$ cat config.mk
export PLATFORM = sky130hd
export DESIGN_NAME = task_fetch_unit
export DESIGN_NICKNAME = d
export VERILOG_FILES = /design/src/rtl/swarm_pkg.sv /design/src/rtl/task_fetch_unit_sat_counter.sv /design/src/rtl/task_fetch_unit.sv
export SDC_FILE = /design/constraint.sdc
export NUM_CORES = 1
export LEC_CHECK = 0
export ABC_AREA = 1
export CAP_MARGIN = 20
export CELL_PAD_IN_SITES_DETAIL_PLACEMENT = 1
export CELL_PAD_IN_SITES_GLOBAL_PLACEMENT = 2
export CORE_MARGIN = 5
export CORE_UTILIZATION = 31
export CTS_CLUSTER_SIZE = 20
export DETAILED_ROUTE_END_ITERATION = 8
export DONT_BUFFER_PORTS = 1
export GPL_TIMING_DRIVEN = 0
export HOLD_SLACK_MARGIN = 0.15
export MAX_ROUTING_LAYER = met4
export PLACE_DENSITY = 0.8
export SLEW_MARGIN = 20
export SYNTH_ARGS = -nofsm -noshare
export SYNTH_HDL_FRONTEND = slang
export SYNTH_HIERARCHICAL = 1
export SYNTH_SLANG_ARGS = --single-unit
$ cat constraint.sdc
create_clock -name clk -period 2.2 [get_ports clk]
set_input_delay 0.22 -clock clk [delete_from_list [all_inputs] [get_ports clk]]
set_output_delay 0.22 -clock clk [all_outputs]
set_load 0.05 [all_outputs]
$ cat src/rtl/swarm_pkg.sv
// Shared swarm types used by the task fetch path.
//   task_type_t     : task type selector, TASK_TYPE_ALL requests any type
//   cq_slice_slot_t : commit-queue slot of a granted task
//   core_id_t       : core index carried on finish events
//   task_t          : task descriptor returned by the serializer
package swarm;

  typedef logic [3:0] task_type_t;
  typedef logic [3:0] cq_slice_slot_t;
  typedef logic [3:0] core_id_t;

  typedef struct packed {
    logic [7:0]  hint;
    task_type_t  ttype;
    logic [31:0] args;
  } task_t;

  localparam task_type_t TASK_TYPE_ALL = 4'hF;

endpackage

$ cat src/rtl/task_fetch_unit_sat_counter.sv
// Saturating up-counter with synchronous active-low reset.
//   clk, rstn : clock / sync active-low reset
//   inc       : count by one this cycle (ignored once at all-ones)
//   value     : current count
module sat_counter #(
  parameter int WIDTH = 32
) (
  input  logic             clk,
  input  logic             rstn,
  input  logic             inc,
  output logic [WIDTH-1:0] value
);

  logic [WIDTH-1:0] value_q, value_d;

  always_comb begin
    value_d = value_q;
    if (inc && (value_q != {WIDTH{1'b1}})) value_d = value_q + 1'b1;
  end

  always_ff @(posedge clk) begin
    if (!rstn) value_q <= '0;
    else       value_q <= value_d;
  end

  assign value = value_q;

endmodule

$ cat src/rtl/task_fetch_unit.sv
// Per-core task fetch unit: requests a task from the serializer, offers the
// granted task to the core, waits for the core to finish it and reports the
// finish event to the shared finish arbiter before asking for another task.
//   clk, rstn                         : clock / sync active-low reset
//   enable, req_ttype                 : core may fetch / type to request
//   m_arvalid, m_araddr               : request to serializer (no ready)
//   m_rvalid, m_rdata, m_cq_slot      : grant pulse with task and CQ slot
//   task_valid/out/cq_slot, task_ready: task offer to the core
//   task_done                         : core finished its running task
//   finish_valid/core, finish_ready   : finish event handshake
//   idle, tasks_completed, wait_cycles: status and statistics
module task_fetch_unit
  import swarm::*;
#(
  parameter int CORE_ID = 1
) (
  input  logic           clk,
  input  logic           rstn,
  input  logic           enable,
  input  task_type_t     req_ttype,
  output logic           m_arvalid,
  output task_type_t     m_araddr,
  input  logic           m_rvalid,
  input  task_t          m_rdata,
  input  cq_slice_slot_t m_cq_slot,
  output logic           task_valid,
  output task_t          task_out,
  output cq_slice_slot_t task_cq_slot,
  input  logic           task_ready,
  input  logic           task_done,
  output logic           finish_valid,
  output core_id_t       finish_core,
  input  logic           finish_ready,
  output logic           idle,
  output logic [31:0]    tasks_completed,
  output logic [31:0]    wait_cycles
);

  typedef enum logic [2:0] {
    S_IDLE, S_REQ, S_DRAIN, S_HAND, S_RUN, S_FIN
  } state_e;

  state_e         state_q, state_d;
  task_type_t     araddr_q;
  task_t          task_q;
  cq_slice_slot_t slot_q;
  logic           err_unexpected_grant;

  // A grant is only legal while a request is outstanding; DRAIN catches a
  // grant that was already in flight when enable dropped.
  logic grant_ok, grant_take, grant_bad;
  assign grant_ok   = (state_q == S_REQ) || (state_q == S_DRAIN);
  assign grant_take = m_rvalid && grant_ok;
  assign grant_bad  = m_rvalid && !grant_ok;

  always_comb begin
    state_d = state_q;
    case (state_q)
      S_IDLE:  if (enable) state_d = S_REQ;
      S_REQ:   if (m_rvalid) state_d = S_HAND;
               else if (!enable) state_d = S_DRAIN;
      S_DRAIN: state_d = m_rvalid ? S_HAND : S_IDLE;
      S_HAND:  if (task_ready) state_d = S_RUN;
      // task_done is only looked at here, so a pulse in HAND is dropped
      S_RUN:   if (task_done) state_d = S_FIN;
      S_FIN:   if (finish_ready) state_d = S_IDLE;
      default: state_d = S_IDLE;
    endcase
  end

  always_ff @(posedge clk) begin
    if (!rstn) begin
      state_q              <= S_IDLE;
      err_unexpected_grant <= 1'b0;
    end else begin
      state_q <= state_d;
      if (grant_bad) err_unexpected_grant <= 1'b1;
    end
  end

  // Data registers carry no meaningful reset value.
  always_ff @(posedge clk) begin
    if (!rstn) begin
      araddr_q <= 'x;
      task_q   <= 'x;
      slot_q   <= 'x;
    end else begin
      // request type is frozen for the whole REQ stay
      if (state_q == S_IDLE && enable) araddr_q <= req_ttype;
      if (grant_take) begin
        task_q <= m_rdata;
        slot_q <= m_cq_slot;
      end
    end
  end

  assign m_arvalid    = (state_q == S_REQ);
  assign m_araddr     = araddr_q;
  assign task_valid   = (state_q == S_HAND);
  assign task_out     = task_q;
  assign task_cq_slot = slot_q;
  assign finish_valid = (state_q == S_FIN);
  assign finish_core  = core_id_t'(CORE_ID);
  assign idle         = (state_q == S_IDLE);

  sat_counter #(.WIDTH(32)) u_done_cnt (
    .clk   (clk),
    .rstn  (rstn),
    .inc   (finish_valid && finish_ready),
    .value (tasks_completed)
  );

  sat_counter #(.WIDTH(32)) u_wait_cnt (
    .clk   (clk),
    .rstn  (rstn),
    .inc   (state_q == S_REQ),
    .value (wait_cycles)
  );

endmodule

# ---- Yosys cells after proc, flatten, opt, wreduce, memory -nomap -nowiden
# Index checks and enable logic that the tools add are counted.
dict set report word_totals {
  regBits 119
}
dict set report op_classes {
  n_addsub 2
  reduce_logical 8
  eq_ne 14
  n_mux 14
}
# op count
set op_table {}
lappend op_table {{two-way mux 44 bit} 2}
lappend op_table {{adder 32 x 1 -> 32 bit (second input constant)} 2}
lappend op_table {{inequality test 32 bit (second input constant)} 2}
lappend op_table {{two-way mux 3 bit} 6}
lappend op_table {{case mux 3 bit (6 select lines)} 1}
lappend op_table {{two-way mux 4 bit} 4}
lappend op_table {{inequality test 2 x 1 -> 1 bit (second input constant)} 4}
lappend op_table {{equality test 3 x 2 -> 1 bit (second input constant)} 2}
lappend op_table {{equality test 3 bit (second input constant)} 2}
lappend op_table {{logical AND 1 bit} 5}
lappend op_table {{AND reduction 5 bit} 1}
lappend op_table {{inequality test 2 bit (second input constant)} 2}
lappend op_table {{equality test 3 x 1 -> 1 bit (second input constant)} 1}
lappend op_table {{zero test 3 bit} 1}
lappend op_table {{inequality test 3 bit (second input constant)} 1}
lappend op_table {{two-way mux 2 bit} 1}
lappend op_table {{logical OR 1 bit} 1}

# ---- Depth between registers and ports, before layout
dict set report depth {
  word_depth 5
  ltp_mapped 11
  depth_no_buf 10
}

# ---- By module
# Netlist, hierarchy kept.
# module cells_each n_inst area_each_um2
set modules_own_cells {}
lappend modules_own_cells {sat_counter 324 2 1911.8}
lappend modules_own_cells {task_fetch_unit 107 1 1890.6}

# ---- Worst setup path before layout
# Ideal clock, no wire load.
dict set report synth_timing {
  kind {register to register}
  start {reg state_q[0]}
  end {reg slot_q[0] (netlist: task_cq_slot[0]) (enable)}
  n_path_buf 0
  t_required_ns 1.786
  arrival_time_ns 2.101
  setup_slack_ns -0.315
  path_stages_with_launch 5
  setup_time_ns 0.414
  period_less_slack_ns 2.515
  cell_sequence {dfxtp_1 -> nand2_2 -> nor2_4 -> nand2_1 -> nand3_1}
}
dict set report synth_via {
  elab_chain_cells 4
  word_cells_on_any_way 5
  classes_between {eq/ne (3); reduce/logical (2)}
}
# element line
set synth_rtl {}
lappend synth_rtl {{start: declaration} task_fetch_unit.sv:43} ;# state_e state_q, state_d;
lappend synth_rtl {{start signal: assignment} task_fetch_unit.sv:76} ;# state_q <= state_d;
lappend synth_rtl {{equality test 3 x 1 -> 1 bit} --}
lappend synth_rtl {{via m_arvalid} task_fetch_unit.sv:21} ;# output logic m_arvalid,
lappend synth_rtl {{logical OR 1 bit} task_fetch_unit.sv:52} ;# assign grant_ok = (state_q == S_REQ) || (state_q == S_DRAIN);
lappend synth_rtl {{logical AND 1 bit} task_fetch_unit.sv:53} ;# assign grant_take = m_rvalid && grant_ok;
lappend synth_rtl {{inequality test 2 x 1 -> 1 bit (no source line)} --}
lappend synth_rtl {{end signal: assignment} task_fetch_unit.sv:92} ;# slot_q <= m_cq_slot;
lappend synth_rtl {{end: declaration} task_fetch_unit.sv:46} ;# cq_slice_slot_t slot_q;
# The timed path passes the listed nets, and every way through them passes these cells.
# A chain may end at the register's enable or synchronous reset.

# ---- Worst setup path in the final report
dict set report layout_timing {
  start {reg state_q[1]}
  end {reg state_q[1]}
}
dict set report layout_via {
  elab_chain_cells 3
  word_cells_on_any_way 13
  classes_between {eq/ne (10); mux (1); reduce/logical (2)}
}
# element line
set layout_rtl {}
lappend layout_rtl {{equality test 3 x 1 -> 1 bit (*)} --}
lappend layout_rtl {{via m_arvalid} task_fetch_unit.sv:21}
lappend layout_rtl {{inequality test 3 bit (no source line)} --}
lappend layout_rtl {{AND reduction 5 bit (no source line)} --}
# The timed path passes the listed nets; every way through them passes the cells marked *.

==> metrics <==
gr ovfl total=0; worst-path cell chain=inv_4 -> nand2_4 -> nor2_4 -> nand2_1 -> nand2_2 -> nor2_4 -> nand2_2 -> nand2_1 -> dlygate4sd3_1 -> nor2_1; tightest hold margin=241.3 ps; Worst Hold Class=in -> reg; sw power=2.484 mW; Crit Path Class=reg -> reg; Layout Nets=903; WP data arrival=2450 ps; largest delay contributor family on the critical path=simple AND/OR/NAND/NOR gates; sequential-to-total area share from yosys stat=50.80%; Period minus WS final=2107 ps; Std-Cell Rows=49; die width=145.8 microns; worst slew pin tran=1051 ps; Critical Path Slowest Stage Cell=dlygate4sd3_1; commonest non-fill, non-tap cell in the layout=nand2_1; CTS tree=built; Port Buffers=0; worst skew pair latency=420 ps; share of total power in the clock network=39.4%; Synth cell types=24; initial antenna violation count=2; Fin. Hold Viols=0; pwr/cell area=955.7 nW/um^2; Setup violations, final=0; hpwl dp=14570 microns; number of max-cap violations=0; I/O Pins=183; Root Driver=clkbuf_16; GPL Wtd Cong=0.8349; first-pass GRT wire length=31140 microns; Starting Density=31.59%; routed vias=5407; RSZ-0062 raised after global routing=true; WL final=19940 microns; H-tree Lvls=4; part of the cycle the worst path needs=95.76%; die height=145.8 microns; Slew Limit Fails=0; 1st-pass router iterations=4; # fillers=2196; Cells after Synth=755; Sink Count=119; Ys Warns=6; Slew headroom=29.70%; pin count of the biggest net entering global routing=49; final setup margin=93.21 ps; R2R Setup Slk=90 ps; critical path peak fanout=8; Setup TNS=0 ps; Sw Ratio=34.85%; total CTS buffers=17; worst ir drop on vdd=0.5107 mV; critical path capture point type=flop; Area growth, synth to finish=30.50%; total die area=21250 sq um; register share of total power=45.2%; DRT iter0 DRCs=215; CP required=2540 ps; mapped cell area=5714 sq um; core box area=18090 sq um; Worst Path Buf+Inv=2; Tot Pwr=7.127 mW; Routed Antenna Nets=0; Startpoint Class=flop; vias in the first global route=5638; leak pwr=2.773 nW; Fmax=474.7 MHz; routed len/inst=18.36 microns; clk slew on worst S/H paths=60 ps; Mean Syn Cell Area=7.569 sq um; run status=finished clean; Placement Setup Slack=-273.0 ps; synthesized flop and latch total=119; Worst path max stage delay=560 ps; most frequent cells in the layout=nand2_1 (200), nor2_1 (151), nand3_1 (62), inv_1 (61), dlygate4sd3_1 (55); internal power=4.643 mW; DRC violations left=0; Logic pwr share=15.4%; Max Root-Sink Buffers=2; GRT Overall Usage=19.06%; worst clock skew=6.969 ps; share of layout cells above drive strength 1=18.13%; vias per cell=4.979
## flip-flops by register name (all words and copies together) (netlist names)
name,cells
task_cq_slot,4
state_q,3
task_out,44
u_wait_cnt/value,32
u_done_cnt/value,32
m_araddr,4
## cell families (layout without fill, tap and decap cells)
group	count (synthesis)	after routing	share of synthesized area, %
buf+inv	87	185	6.700
simple gates	497	497	37.53
flops	119	119	50.80
other cells	2	6	0.1314
fa+ha+maj	2	2	0.4379
compound gates	48	48	4.401
## layout make-up
type / count / area [sq um] / area share (%)
flip-flops and latches: 119 / 2979 / 39.95
multi-input cells: 551 / 2561 / 34.35
repair buffers: 66 / 640.6 / 8.591
clock buffers: 17 / 425.4 / 5.705
well taps: 229 / 286.5 / 3.842
inverters: 64 / 246.5 / 3.305
clock inverters: 15 / 166.4 / 2.232
plain buffers: 23 / 146.4 / 1.963
diodes: 2 / 5.005 / 0.06711
## synthesized netlist by cell type, drive strengths merged
cell | instances | area [sq um]
nand3b | 2 | 15.01
a21oi | 39 | 195.2
nand2 | 211 | 814.5
buf | 17 | 120.1
and2 | 2 | 12.51
clkbuf | 6 | 22.52
a31oi | 9 | 56.30
nand4 | 27 | 168.9
dfxtp | 67 | 1341
inv | 64 | 240.2
nand3 | 69 | 360.4
nor2 | 176 | 723.2
nor3 | 10 | 50.05
ha | 2 | 25.02
conb | 2 | 7.510
edfxtp | 52 | 1562
## per-layer routing
| layer | vias to the layer above | wire length (microns) | GRT usage, % |
|---|---|---|---|
| li1 | 2640 | - | - |
| met1 | 2617 | 8128 | 20.79 |
| met2 | 127 | 10360 | 32.50 |
| met3 | 23 | 1096 | 5.606 |
| met4 | 0 | 354 | 7.882 |
| met5 | - | 0 | - |
## worst register-to-register path: cells and delay by family, from the launching register on
kind                   cells  cell delay (ps)
flip-flops                 1              360
buffers and inverters      2              620
AND/OR/NAND/NOR            8             1060
## per-stage QoR
stage / utilization (%) / instance area (sq um) / instances
global route: 41.23 / 7457 / 1086
floorplan: - / 5727 / 757
finish: 41.23 / 7457 / 1086
CTS: 40.05 / 7243 / 1078
global placement: 33.25 / 6013 / 986
detailed placement: 33.36 / 6033 / 988
## power groups by stage
stage	Sequential, mW	Clock [mW]	Combinational, mW
final	3.22	2.81	1.09
after global routing	3.24	2.99	1.18
after CTS	3.21	2.88	0.989
after detailed placement	3.26	0	0.820
after global placement	3.24	0	0.738
after floorplan	3.20	0	0.603
## final timing paths
kind / startpoint / depth (start not counted) / end
worst max-delay path: state_q[1] / 10 / state_q[1]
worst min register to register: state_q[1] / 2 / state_q[1]
worst max register to register: state_q[1] / 10 / state_q[1]
worst min-delay path: m_rvalid / 6 / state_q[0]
## timing repair
action | 4_1_cts | 5_1_grt
hold buffers | 55 | 0
endpoints found under the hold margin | 59 | 0
resized for setup | 18 | 71
endpoints found under the setup margin | 93 | 111
pin swaps | 1 | 8
buffers inserted | 3 | 6
Power figures use the tool's default switching activity.
